===== config.mk =====
export PLATFORM = sky130hd
export DESIGN_NAME = spi_slave
export DESIGN_NICKNAME = d
export VERILOG_FILES = /design/src/rtl/spi_slave.sv
export SDC_FILE = /design/constraint.sdc
export NUM_CORES = 1
export LEC_CHECK = 0
export ABC_CLOCK_PERIOD_IN_PS = 4500
export CORE_MARGIN = 3
export CORE_UTILIZATION = 58
export DETAILED_ROUTE_END_ITERATION = 12
export PLACE_DENSITY_LB_ADDON = 0.12
export SLEW_MARGIN = 20
export SYNTH_ARGS = -nofsm -noshare
export SYNTH_HDL_FRONTEND = slang
export SYNTH_SLANG_ARGS = --single-unit

===== constraint.sdc =====
create_clock -name clk -period 4.5 [get_ports clk]
set_input_delay 1.125 -clock clk [delete_from_list [all_inputs] [get_ports clk]]
set_output_delay 1.125 -clock clk [all_outputs]
set_load 0.05 [all_outputs]

===== src/rtl/spi_slave.sv =====
// spi_slave: oversampled SPI peripheral endpoint, MSB-first, all CPOL/CPHA modes, buffered TX byte
module spi_slave (
    input  logic       clk,
    input  logic       reset,
    input  logic       cpol,
    input  logic       cpha,
    input  logic [7:0] tx_data,
    input  logic       tx_write,
    output logic       tx_empty,
    output logic [7:0] rx_data,
    output logic       rx_valid,
    output logic       busy,
    input  logic       SCLK,
    input  logic       MOSI,
    input  logic       SS_N,
    output logic       MISO,
    output logic       miso_oe
);
    typedef enum logic {IDLE, ACTIVE} state_t;
    state_t      state;
    logic [2:0]  sclk_s;
    logic [2:0]  ss_s;
    logic [1:0]  mosi_s;
    logic [2:0]  bit_cnt;
    logic [7:0]  rx_shift;
    logic [7:0]  tx_shift;
    logic [7:0]  tx_buf;
    logic        sclk_chg;
    logic        lead;
    logic        trail;
    logic        sample;
    logic        drive;
    logic        ss_fall;
    logic [7:0]  next_tx;
    logic [7:0]  rx_next;
    assign sclk_chg = sclk_s[1] ^ sclk_s[2];
    assign lead     = sclk_chg & (sclk_s[1] ^ cpol);
    assign trail    = sclk_chg & ~(sclk_s[1] ^ cpol);
    assign sample   = cpha ? trail : lead;
    assign drive    = cpha ? lead : trail;
    assign ss_fall  = ss_s[2] & ~ss_s[1];
    assign next_tx  = tx_write ? tx_data : (tx_empty ? 8'hFF : tx_buf);
    assign rx_next  = {rx_shift[6:0], mosi_s[1]};
    assign MISO     = busy & tx_shift[7];
    assign miso_oe  = busy;
    // two-flop synchronizers for the bus pins, third SCLK/SS_N flop for edge detection
    always_ff @(posedge clk or negedge reset) begin
        if (!reset) begin
            sclk_s <= '0;
            ss_s   <= '1;
            mosi_s <= '0;
        end else begin
            sclk_s <= {sclk_s[1:0], SCLK};
            ss_s   <= {ss_s[1:0], SS_N};
            mosi_s <= {mosi_s[0], MOSI};
        end
    end
    // transfer FSM: select handling, shift registers, TX buffer and received byte
    always_ff @(posedge clk or negedge reset) begin
        if (!reset) begin
            state    <= IDLE;
            busy     <= 1'b0;
            bit_cnt  <= '0;
            rx_shift <= '0;
            tx_shift <= '0;
            tx_buf   <= '0;
            tx_empty <= 1'b1;
            rx_data  <= '0;
            rx_valid <= 1'b0;
        end else begin
            rx_valid <= 1'b0;
            if (tx_write) begin
                tx_buf   <= tx_data;
                tx_empty <= 1'b0;
            end
            if (state == IDLE) begin
                if (ss_fall) begin
                    state    <= ACTIVE;
                    busy     <= 1'b1;
                    bit_cnt  <= '0;
                    rx_shift <= '0;
                    tx_shift <= next_tx;
                    tx_empty <= 1'b1;
                end
            end else if (ss_s[1]) begin
                state    <= IDLE;
                busy     <= 1'b0;
                bit_cnt  <= '0;
                rx_shift <= '0;
            end else begin
                if (sample) begin
                    rx_shift <= rx_next;
                    bit_cnt  <= bit_cnt + 3'd1;
                    if (bit_cnt == 3'd7) begin
                        rx_data  <= rx_next;
                        rx_valid <= 1'b1;
                        if (cpha) begin
                            tx_shift <= next_tx;
                            tx_empty <= 1'b1;
                        end
                    end
                end
                if (drive) begin
                    if (!cpha && bit_cnt == 3'd0) begin
                        tx_shift <= next_tx;
                        tx_empty <= 1'b1;
                    end else if (!cpha || bit_cnt != 3'd0) begin
                        tx_shift <= {tx_shift[6:0], 1'b0};
                    end
                end
            end
        end
    end
endmodule


==> results of run 1 <==
## cells in the mapped netlist
cell	count	area share, %
nor2_2	1	0.28
o22ai_1	1	0.28
inv_1	14	2.4
or2_2	2	0.57
or3b_1	1	0.40
o211a_1	1	0.46
nor3_1	1	0.23
nand3b_1	1	0.34
a22oi_1	10	3.4
o41ai_2	1	0.74
a21oi_1	4	0.91
o21bai_1	3	1.0
and3b_1	1	0.40
mux2i_1	1	0.46
buf_6	1	0.51
and2b_2	1	0.40
buf_4	1	0.34
o21ai_0	31	7.1
o2111ai_1	3	1.2
buf_2	5	1.1
nor2b_1	1	0.28
a21o_1	4	1.4
and2b_1	1	0.34
nand2_1	39	6.7
clkbuf_2	1	0.23
dfrtp_1	42	48
ha_1	3	1.7
nor2_1	9	1.5
nand2b_1	5	1.4
mux2_2	1	0.51
o21ai_2	1	0.40
and3_1	1	0.28
xor2_2	1	0.74
clkbuf_1	2	0.34
mux2_4	9	6.1
nor3b_1	2	0.68
and2_1	2	0.57
nor3_2	1	0.46
a211o_1	3	1.2
dfstp_2	4	4.8
## path summary, 6_finish.rpt
| check | slack (ns) | end | depth (start not counted) |
|---|---|---|---|
| setup / recovery | 1.61 | tx_empty | 1 |
| hold / removal | 0.36 | ss_s[1] | 0 |
| setup reg to reg | 2.38 | rx_data[6] | 4 |
| hold reg to reg | 0.36 | ss_s[1] | 0 |
| max in group asynchronous | 2.90 | mosi_s[1] | 1 |
| min in group asynchronous | 0.98 | rx_data[7] | 1 |
## kinds of logic (layout without fill, tap and decap cells)
family	after synthesis	after routing
adder cells (fa/ha/maj)	3	3
buffers and inverters	24	51
AO/OA/AOI/OAI	62	62
AND/OR/NAND/NOR	69	69
flip-flops	46	46
XOR/XNOR	1	1
multiplexers	11	11
## cell type report
class	instances	area, sq um
clock buffers	5	68.8
clock inverters	3	21.3
fillers	248	922
inverters	14	52.6
multi-input cells	146	933
flip-flops and latches	46	1160
well taps	46	57.6
repair buffers	29	283
## cells in the final DEF (no fill, tap or decap), types with 5 or more instances in the layout
master           Yosys  layout
nand2_1             39      39
o21ai_0             31      31
clkdlybuf4s50_1      0      27
dfrtp_1             42      42
clkbuf_8             0       5
a22oi_1             10      10
nand2b_1             5       5
mux2_4               9       9
nor2_1               9       9
inv_1               14      14
## flip-flops by register name, summed over array words and instances (netlist names)
register	count
tx_empty	1
state	1
tx_buf	8
bit_cnt	3
rx_valid	1
rx_data	8
ss_s	3
mosi_s	2
tx_shift	8
rx_shift	7
sclk_s	3
busy	1
## metrics by stage
step	utilization, %	instance area (sq um)	setup slack [ns]	std cells
after floorplan	-	2200	2.16	216
after global placement	71.0	2480	1.42	281
after detailed placement	71.0	2480	1.34	281
after CTS	73.6	2570	1.61	289
after global routing	73.6	2570	1.49	289
final	73.6	2570	1.61	289
## per-layer routing
layer | vias to the layer above | GRT usage (%) | wire length [um]
met5 | - | 0 | 0
met4 | 0 | 10.1 | 72
met3 | 9 | 5.66 | 304
met2 | 66 | 34.0 | 2020
met1 | 779 | 30.5 | 2000
li1 | 789 | - | -
## power by group through the flow
stage	clock network (W)	logic (W)	registers, W
finish	0.000251	0.000147	0.000474
global placement	0	0.000139	0.000478
detailed placement	0	0.000148	0.000480
global route	0.000272	0.000165	0.000478
CTS	0.000256	0.000148	0.000473
floorplan	0	0.0000952	0.000478
==> flow_metrics.tcl, run 1 <==
set metrics [dict create \
    fin_total_pwr_w 0.000872 \
    fin_worst_hold_slack_ns 0.359 \
    io_pins 29 \
    synth_adder_area_share_pct 1.71 \
    wire_per_inst_um 15.2 \
    holdCritPathClass "flip-flop to flip-flop" \
    via_per_inst 5.69 \
    clock-root-buffer "clkbuf_8" \
    drive_above_1_share_pct 13.2 \
    fin_crit_ns 2.89 \
    htree_levels 2 \
    grt_overflow 0 \
    routed_wl_mm 4.41 \
    drc 0 \
    power_leakage_nw 1.17 \
    seq_power_share_pct 54.3 \
    cp_top_family "buffers and inverters" \
    post_cts_buffers 0 \
    grt_pass1_vias 1651 \
    synthMuxAreaShare_pct 7.11 \
    timing.critical_path.buf_inv 1 \
    synth_nets 235 \
    fmax_mhz 346 \
    synth_area_per_cell_sq_um 10.2 \
    cp_max_fo 10 \
    path_class "flip-flop to output port" \
    grt_pass1_wl_mm 7.58 \
    clockPowerShare_pct 28.8 \
    start_util_pct 62.9 \
    synth_compound_area_share_pct 18.0 \
    clk_latency_ns 0.30 \
    antenna_left 0 \
    dpl.hpwl_mm 3.13 \
    fin_crit_sh_pct 64.1 \
    ir_worst_vdd_uv 166 \
    dieArea_sq_um 4570 \
    synth-seq-area-share_pct 52.6 \
    rows 21 \
    comb_power_share_pct 16.9 \
    rsz0062_at_grt "no" \
    syn_inst 216 \
    ctsHoldBuffers 0 \
    finish.net_count 261 \
    grtUsageTotal_pct 22.5 \
    cts_buffers 5 \
    switchingPower_w 0.000257 \
    p_sw_share_pct 29.5 \
    gp_routability_congestion 0.897 \
    hold_viol 0 \
    chipWidth_um 67.6 \
    numPortBuffers 28 \
    coreArea_sq_um 3490 \
    setup_viol 0 \
    routed-via-count 1643 \
    dieHeight_um 67.6 \
    cp_data_arrival_time_ns 1.76 \
    synth_xor_xnor_area_share_pct 0.740 \
    yosys.area_share.simple_pct 14.9 \
    path_clk_slew_ns 0.09 \
    diodes 0 \
    tns_ns 0 \
    cts_resized 0 \
    clock-sinks 46 \
    crit_start "tx_empty" \
    hold_start "ss_s[0]" \
    maxSlewHeadroom_pct 33.8 \
    grt_max_degree 47 \
    cts_tree "done" \
    p_per_area_nw_per_um2 339 \
    worst_pin_slew_ns 0.994 \
    r2r_start "state" \
    yosys_register_bits 46 \
    intPower_w 0.000615 \
    worst_path_max_delay_cell "clkdlybuf4s50_1" \
    synth_top_family_by_area "compound AO/OA/AOI/OAI gates" \
    startpoint_type "flip-flop" \
    status "complete, no violations" \
    worst_path_largest_cell_delay_ns 0.83 \
    drv_cap 0 \
    finClkSkew_ns 0.00409 \
    yosysWarnings 0 \
    crit_chain "clkdlybuf4s50_1" \
    drtPass1Iterations 4 \
    antenna_found_initial 0 \
    synth_area_sq_um 2200 \
    slew_violations 0 \
    required_ns 3.38 \
    clock_path_buffers 2 \
    end_kind "output port" \
    synth_cell_types 40 \
    drt_iter0_markers 115 \
    area_growth_pct 17.0 \
]
Power figures use the tool's default switching activity.
==> run 2, diff against run 1 <==
- ABC_CLOCK_PERIOD_IN_PS: 4500 -> 2580
- CORE_UTILIZATION: 58 -> 49
- clock period: 4.5 -> 2.58 ns (I/O delays scaled with it)
==> run 2 against run 1 <==
  * Final cell count rose by 5.2%
  * Sequential share of layout area fell by 2.0 points
  * Critical endpoint unchanged
  * Clock power rose by 110%
==> flow_metrics.tcl, run 2 (synthesized netlist as in run 1, its figures left out) <==
set metrics [dict create \
    drt_iter0_markers 147 \
    io_pins 29 \
    finish.net_count 272 \
    post_cts_buffers 0 \
    cts_buffers 5 \
    clock_path_buffers 2 \
    power_leakage_nw 1.24 \
    via_per_inst 5.29 \
    coreArea_sq_um 4170 \
    drive_above_1_share_pct 16.9 \
    grt_pass1_wl_mm 7.49 \
    chipWidth_um 73.0 \
    setup_viol 0 \
    cts_tree "done" \
    diodes 0 \
    grt_max_degree 21 \
    dieArea_sq_um 5330 \
    clock-sinks 46 \
    wire_per_inst_um 14.1 \
    grt_overflow 0 \
    gp_routability_congestion 0.868 \
    ctsHoldBuffers 0 \
    cp_max_fo 10 \
    final_common_cell "dfrtp_1" \
    start_util_pct 52.7 \
    dieHeight_um 73.0 \
    finClkSkew_ns 0.00780 \
    htree_levels 2 \
    tns_ns 0 \
    cts_resized 0 \
    ir_worst_vdd_uv 307 \
    clock-root-buffer "clkbuf_8" \
    cp_top_family "buffers and inverters" \
    numPortBuffers 28 \
    drtPass1Iterations 4 \
    routed-via-count 1608 \
    fin_total_pwr_w 0.00162 \
    worst_path_max_delay_cell "clkdlybuf4s50_1" \
    worst_pin_slew_ns 0.562 \
    holdCritPathClass "input pin to async pin" \
    rows 23 \
    startpoint_type "flip-flop" \
    fin_crit_sh_pct 94.1 \
    p_per_area_nw_per_um2 604 \
    top_regs "rx_data: 8 flops, tx_buf: 8 flops, tx_shift: 8 flops" \
    timing.critical_path.buf_inv 1 \
    dpl.hpwl_mm 3.17 \
    path_clk_slew_ns 0.09 \
    rsz0062_at_grt "no" \
    slew_violations 0 \
    crit_chain "clkdlybuf4s50_1" \
    grtUsageTotal_pct 18.5 \
    maxSlewHeadroom_pct 62.6 \
    drc 0 \
    antenna_left 0 \
    worst_path_largest_cell_delay_ns 0.84 \
    required_ns 1.93 \
    hold_viol 0 \
    fin_crit_ns 2.43 \
    path_class "flip-flop to output port" \
    routed_wl_mm 4.30 \
    antenna_found_initial 0 \
    area_growth_pct 22.4 \
    fmax_mhz 412 \
    final_cell_mix "dfrtp_1, nand2_1, o21ai_0" \
    grt_pass1_vias 1525 \
    cp_data_arrival_time_ns 1.78 \
    end_kind "output port" \
    status "complete, no violations" \
    clk_latency_ns 0.30 \
    drv_cap 0 \
]
[run 2: cell types whose count changed in the layout (fill, tap and decap cells not counted), sizes merged]
cell / before / now
buf: 2 / 13
bufinv: 0 / 1
clkinvlp: 1 / 0
[run 2: stage by stage]
stage	cells	setup slack, ns	hold slack (ns)	util, %	area (sq um)
global placement	296	0.0453	0.335	61.9	2580
finish	304	0.152	0.251	64.5	2690
detailed placement	296	0.0116	0.342	61.9	2580
floorplan	216	0.719	0.331	-	2200
global route	304	0.0908	0.257	64.5	2690
CTS	304	0.138	0.254	64.5	2690
[run 2: layer usage]
layer | global-route usage (%) | wire length, um
met1 | 27.2 | 2200
met2 | 26.4 | 1820
met3 | 4.82 | 214
met4 | 6.56 | 62
met5 | 0 | 0
[run 2: final timing paths]
path | startpoint | endpoint | slack, ns | cells after the start
min in group clk | ss_s[0] | ss_s[1] | 0.36 | 0
hold / removal | reset | tx_shift[2] | 0.25 | 1
max in group asynchronous | reset | ss_s[1] | 1.68 | 2
setup reg to reg | state | rx_data[2] | 0.70 | 4
hold reg to reg | ss_s[0] | ss_s[1] | 0.36 | 0
setup / recovery | tx_empty | tx_empty | 0.15 | 1
[run 2: area by class of cell]
class	count	area, sq um
Clock buffer	5	68.8
Clock inverter	3	40.0
Fill cell	343	1480
Inverter	14	52.6
Multi-Input combinational cell	146	933
Sequential cell	46	1160
Tap cell	50	62.6
Timing Repair Buffer	40	378
[run 2: report_power, final]
group          switching, W  internal, W  total (W)
logic              0.000150     0.000122   0.000272
registers         0.0000466     0.000777   0.000824
clock network      0.000244     0.000285   0.000529
total              0.000441      0.00118    0.00162
